--- src/rtl/urna_pkg.sv ---
// Shared types and helpers for the ballot counter: phase enum, null code and vote-code decoding.
package urna_pkg;

  typedef enum logic [1:0] {
    IDLE,
    VOTING,
    CLOSED
  } estado_t;

  localparam int CODE_NULL = 0;

  // Codes 1..n map to candidates 0..n-1 (mirrored when swap is set); anything else is null (index n).
  function automatic int cand_index(input int code, input logic swap, input int n);
    int k;
    if (code == CODE_NULL || code > n) begin
      return n;
    end
    k = code - 1;
    return swap ? (n - 1 - k) : k;
  endfunction

  // Decimal digits needed for a w-bit unsigned value: ceil(w * log10(2)).
  function automatic int bcd_digits(input int w);
    return (w * 30103 + 99999) / 100000;
  endfunction

endpackage

--- src/rtl/bin2bcd_seq.sv ---
// Double-dabble binary to BCD converter; combinational shift-add-3 network with one output register.
module bin2bcd_seq #(
  parameter int IN_W = 8,
  parameter int DIG  = 3
) (
  input  logic                 clock,
  input  logic                 reset,
  input  logic [IN_W-1:0]      i_bin,
  output logic [4*DIG-1:0]     o_bcd
);

  logic [4*DIG-1:0] w_bcd;
  logic [IN_W-1:0]  w_bin;
  logic [4*DIG-1:0] r_bcd;

  always_comb begin
    w_bcd = '0;
    w_bin = i_bin;
    for (int i = 0; i < IN_W; i++) begin
      for (int d = 0; d < DIG; d++) begin
        if (w_bcd[4*d +: 4] >= 4'd5) begin
          w_bcd[4*d +: 4] = w_bcd[4*d +: 4] + 4'd3;
        end
      end
      {w_bcd, w_bin} = {w_bcd[4*DIG-2:0], w_bin, 1'b0};
    end
  end

  always_ff @(posedge clock) begin
    if (reset) begin
      r_bcd <= '0;
    end else begin
      r_bcd <= w_bcd;
    end
  end

  assign o_bcd = r_bcd;

endmodule

--- src/rtl/urna_n_candidatos.sv ---
// Ballot counter for N_CAND candidates plus null, with IDLE/VOTING/CLOSED phases; totals publish on close.
// Optional registered BCD view of the selected total when URNA_BCD_EN is defined.
module urna_n_candidatos
  import urna_pkg::*;
#(
  parameter int N_CAND = 2,
  parameter int CNT_W  = 8,
  parameter int CODE_W = 4,
  parameter int SEL_W  = $clog2(N_CAND + 1)
) (
  input  logic                    clock,
  input  logic                    reset,
  input  logic [CODE_W-1:0]       voto,
  input  logic                    swap,
  input  logic                    valid,
  input  logic                    finish,
  input  logic [SEL_W-1:0]        res_sel,
  output logic [N_CAND*CNT_W-1:0] tot,
  output logic [CNT_W-1:0]        tnull,
  output logic [CNT_W-1:0]        res_total,
  output logic                    aberta,
  output logic                    fechada,
  output logic                    sat
`ifdef URNA_BCD_EN
  ,
  output logic [4*bcd_digits(CNT_W)-1:0] res_bcd
`endif
);

  localparam int               NB       = N_CAND + 1;
  localparam logic [CNT_W-1:0] CNT_MAX  = '1;
  localparam logic [SEL_W-1:0] SEL_NULL = SEL_W'(N_CAND);

  if (N_CAND < 2 || N_CAND > 14 || (2 ** CODE_W) <= N_CAND) begin : g_param_err
    $error("urna_n_candidatos: illegal N_CAND/CODE_W combination");
  end

  estado_t          r_state;
  estado_t          w_state_nxt;
  logic             r_valid_q;
  logic             r_finish_q;
  logic             w_v_rise;
  logic             w_f_rise;
  logic [CNT_W-1:0] r_cnt     [NB];
  logic [CNT_W-1:0] w_cnt_nxt [NB];
  logic [CNT_W-1:0] r_pub     [NB];
  logic             r_sat;
  logic             w_sat_hit;
  int               w_idx;

  assign w_v_rise = valid & ~r_valid_q;
  assign w_f_rise = finish & ~r_finish_q;

  // Edge-detect history resets high so levels held across reset never look like a new edge.
  always_ff @(posedge clock) begin
    if (reset) begin
      r_valid_q  <= 1'b1;
      r_finish_q <= 1'b1;
      r_state    <= IDLE;
    end else begin
      r_valid_q  <= valid;
      r_finish_q <= finish;
      r_state    <= w_state_nxt;
    end
  end

  always_comb begin
    w_state_nxt = r_state;
    aberta      = 1'b0;
    fechada     = 1'b0;
    case (r_state)
      IDLE: begin
        w_state_nxt = VOTING;
      end
      VOTING: begin
        aberta = 1'b1;
        if (w_f_rise) begin
          w_state_nxt = CLOSED;
        end
      end
      CLOSED: begin
        fechada = 1'b1;
        if (w_f_rise) begin
          w_state_nxt = IDLE;
        end
      end
      default: begin
        w_state_nxt = IDLE;
      end
    endcase
  end

  // Next counter values; also what gets published, so a vote coinciding with the close is included.
  always_comb begin
    w_idx     = cand_index(int'(voto), swap, N_CAND);
    w_sat_hit = 1'b0;
    for (int i = 0; i < NB; i++) begin
      w_cnt_nxt[i] = r_cnt[i];
      if (r_state == VOTING && w_v_rise && i == w_idx) begin
        if (r_cnt[i] != CNT_MAX) begin
          w_cnt_nxt[i] = r_cnt[i] + 1'b1;
        end
        if (w_cnt_nxt[i] == CNT_MAX) begin
          w_sat_hit = 1'b1;
        end
      end
    end
  end

  always_ff @(posedge clock) begin
    if (reset) begin
      for (int i = 0; i < NB; i++) begin
        r_cnt[i] <= '0;
        r_pub[i] <= '0;
      end
      r_sat <= 1'b0;
    end else begin
      case (r_state)
        IDLE: begin
          for (int i = 0; i < NB; i++) begin
            r_cnt[i] <= '0;
          end
          r_sat <= 1'b0;
        end
        VOTING: begin
          for (int i = 0; i < NB; i++) begin
            r_cnt[i] <= w_cnt_nxt[i];
          end
          if (w_sat_hit) begin
            r_sat <= 1'b1;
          end
          if (w_f_rise) begin
            for (int i = 0; i < NB; i++) begin
              r_pub[i] <= w_cnt_nxt[i];
            end
          end
        end
        default: begin
        end
      endcase
    end
  end

  for (genvar k = 0; k < N_CAND; k++) begin : g_tot
    assign tot[k*CNT_W +: CNT_W] = r_pub[k];
  end

  assign tnull = r_pub[N_CAND];
  assign sat   = r_sat;

  always_comb begin
    res_total = '0;
    if (res_sel <= SEL_NULL) begin
      res_total = r_pub[res_sel];
    end
  end

`ifdef URNA_BCD_EN
  bin2bcd_seq #(
    .IN_W (CNT_W),
    .DIG  (bcd_digits(CNT_W))
  ) u_bcd (
    .clock (clock),
    .reset (reset),
    .i_bin (res_total),
    .o_bcd (res_bcd)
  );
`endif

endmodule
--- config.mk ---
export PLATFORM = sky130hd
export DESIGN_NAME = urna_n_candidatos
export DESIGN_NICKNAME = d
export VERILOG_FILES = /design/src/rtl/urna_pkg.sv /design/src/rtl/bin2bcd_seq.sv /design/src/rtl/urna_n_candidatos.sv
export SDC_FILE = /design/constraint.sdc
export NUM_CORES = 1
export LEC_CHECK = 0
export ABC_CLOCK_PERIOD_IN_PS = 6500
export BUFFER_PORTS_ARGS = -buffer_cell sky130_fd_sc_hd__buf_2
export CAP_MARGIN = 20
export CORE_ASPECT_RATIO = 1.5
export CORE_MARGIN = 1
export CORE_UTILIZATION = 49
export DETAILED_ROUTE_END_ITERATION = 10
export GPL_TIMING_DRIVEN = 0
export PLACE_DENSITY = 0.7
export SETUP_SLACK_MARGIN = 0.2
export SLEW_MARGIN = 40
export SYNTH_ARGS = -nofsm -noshare
export SYNTH_HDL_FRONTEND = slang
export SYNTH_HIERARCHICAL = 1
export SYNTH_SLANG_ARGS = --single-unit
--- constraint.sdc ---
create_clock -name clock -period 6.5 [get_ports clock]
set_input_delay 1.3 -clock clock [delete_from_list [all_inputs] [get_ports clock]]
set_output_delay 1.3 -clock clock [all_outputs]
set_load 0.005 [all_outputs]
==> results.toml <==
[place]
place.port_buffers = 43
place_ws_ns = 2.24
globalplace.congestion = 0.918
hpwlAfterDp_um = 5870

[setup_path]
crit_type = "input port to register"
crit_path_start_kind = "input port"
endpoint_kind = "register"
crit_path_max_fanout = 10
arrival_ns = 4.09
crit_required_ns = 6.66

[job]
max-cap-violations = 0

[clock_tree]
cts_tree = "yes"
post_cts_buffers = 0
cts.clk_slew.worst_paths_ns = 0.10
clock_latency_ns = 0.32
clock-root-buffer = "clkbuf_8"
cts_buffer_depth = 2
post_cts_resize_count = 0
cts_hold_buf = 0
numCtsBuffers = 5
htree_num_levels = 2
cts_sinks = 53

[cells_and_area]
num_antenna_cells = 0
layout-drive-gt1-share = 0.167
syn_to_final_growth_pct = 12.8
nets = 413

[synth]
synth_area_mm2 = 0.00331
synthCells = 346
synthesis.nets = 363
yosysWarningCount = 6
synth_xor_area_frac = 0.0294
synth_commonest_cells = "48 x edfxtp_1, 38 x nor2_1, 30 x nand2_1"
synth.most_common_cell = "edfxtp_1"
ys_ff_latch = 53
synth_compound_area_frac = 0.145
async_reset_ff_frac = 0
synth_edf_count = 48
ys_seq_area_frac = 0.465
muxShareOfSynthArea = 0.0498
yosys-top-cells-area = "edfxtp_1 43%, mux2i_1 4.5%, nor2_1 4.3%"
yosys.area.top_type = "edfxtp_1"
synth_top_family_by_area = "simple AND/OR/NAND/NOR gates"
ys_types = 54
synth_top_cell_area_share = 0.435
syn_area_per_cell_um2 = 9.58
synth_fa_ha_area_frac = 0.0227
synth_top_flop_cell = "edfxtp_1"
yosys.area_share.simple = 0.257

[sta]
maxSlewHeadroom = 0.551
hold_viol_final = 0
setup_tns_ns = 0
timing.final.crit_share = 0.605
finalClockSkew_ns = 0.00864
rsz0062_at_grt = "no"
timing.final.ws_setup_ns = 2.57
max_freq_mhz = 254
final-max-slew-violation-count = 0
period_needed_ns = 3.93
setup_viol = 0
worstMarginPinSlew_ns = 0.671

[global_route]
track_usage = 0.224
grt_overflow = 0
grt_pass1_wl_um = 12500
grt_max_degree = 25
antenna_found_initial = 0
grt_pass1_vias = 2511

[floorplanning]
start_util = 0.507
die_width_um = 69.2
row_count = 36
die_area_mm2 = 0.00710
coreArea_mm2 = 0.00653
num_io_pins = 46
die_h_um = 103

[route]
wl_per_cell_um = 16.5
drc_errors = 0
vias = 2886
viasPerCell = 6.11
drt_pass1_iterations = 5
ant_nets = 0
drt-total-wl_um = 7770
drt_iter0_markers = 203

[worst_hold_path]
hold_class = "register to register"

[power_and_ir_drop]
max-vdd-ir-drop_mv = 0.0984
power_leakage_nw = 1.30
p_per_area_mw_per_mm2 = 183

[status]
status = "finished clean"
## worst max-delay path, stage by stage
cell and delay, ns:
buf_2 0.13, inv_1 0.09, ha_1 0.34, xnor2_4 0.15
ha_1 0.26, nor2b_1 0.12, mux2i_1 0.08, mux2_4 0.28
or4_1 0.51, buf_2 0.20, or4_4 0.43, a21oi_1 0.19
## final cells by class
type	instances	area, µm²
buffer	17	73.8
clock buffer	5	68.8
clock inverter	2	35.0
fill	561	2790
inverter	7	26.3
multi-input combinational	269	1680
sequential	53	1540
tap	76	95.1
timing repair buffer	43	215
## worst paths after layout
| path | to | slack, ns | depth (start not counted) | start |
|---|---|---|---|---|
| worst min register to register | r_state[0] | 0.52 | 1 | r_state[0] |
| worst max-delay path | r_pub[1][5] | 2.57 | 12 | voto[0] |
| worst min-delay path | r_state[0] | 0.52 | 1 | r_state[0] |
| worst max register to register | r_pub[1][5] | 3.61 | 9 | r_cnt[0][8] |
## power by group
| part | leakage, nW | total (mW) | switching (mW) | internal [mW] |
|---|---|---|---|---|
| Sequential | 0.585 | 0.388 | 0.00881 | 0.380 |
| Clock | 0.0540 | 0.222 | 0.110 | 0.112 |
| Combinational | 0.657 | 0.0717 | 0.0429 | 0.0288 |
## cell usage in the layout (no fill, tap or decap), types with 2 or more instances in the layout
master,count
a211oi_1,3
a21oi_1,23
a31oi_1,4
a41oi_1,4
and2_1,2
and3_1,4
and4_1,2
buf_2,45
clkbuf_1,14
clkbuf_8,5
dfxtp_1,5
edfxtp_1,48
ha_1,6
inv_1,7
mux2i_1,15
nand2_1,30
nand2b_1,5
nand3_1,15
nand3b_1,3
nand4_1,5
nand4b_1,4
nor2_1,38
nor2b_1,8
nor3_1,15
nor4_1,8
o211ai_1,2
o21ai_0,20
o311ai_0,2
o31ai_1,5
or2_2,4
or3_1,7
or4_1,5
xnor2_1,4
xor2_1,4
## sequential cells by signal, summed over array words and instances (netlist names)
register	count
r_cnt	24
r_finish_q	1
r_pub	24
r_state	2
r_valid_q	1
sat	1
## logic make-up after synthesis
| kind of cell | Yosys count |
|---|---|
| AO/OA/AOI/OAI | 76 |
| XOR/XNOR | 9 |
| adder cells (fa/ha/maj) | 6 |
| buffers and inverters | 24 |
| flip-flops | 53 |
| multiplexers | 16 |
| AND/OR/NAND/NOR | 162 |
## per-stage QoR
step | area [µm²] | util | hold slack, ns | std cells | total power [mW]
floorplan | 3310 | - | 0.467 | 346 | 0.439
global placement | 3620 | 0.555 | 0.498 | 465 | 0.466
detailed placement | 3630 | 0.556 | 0.502 | 465 | 0.468
CTS | 3740 | 0.572 | 0.520 | 472 | 0.685
global route | 3740 | 0.572 | 0.563 | 472 | 0.705
finish | 3740 | 0.572 | 0.522 | 472 | 0.683
## routing by layer
| metal | GRT usage | wire length [µm] | part of all wire |
|---|---|---|---|
| met3 | 0.0303 | 339 | 0.044 |
| met5 | 0 | 0 | 0 |
| met1 | 0.269 | 3220 | 0.41 |
| met2 | 0.409 | 4040 | 0.52 |
| met4 | 0.0848 | 174 | 0.022 |
Note: power is estimated with default switching activity, not from simulation.
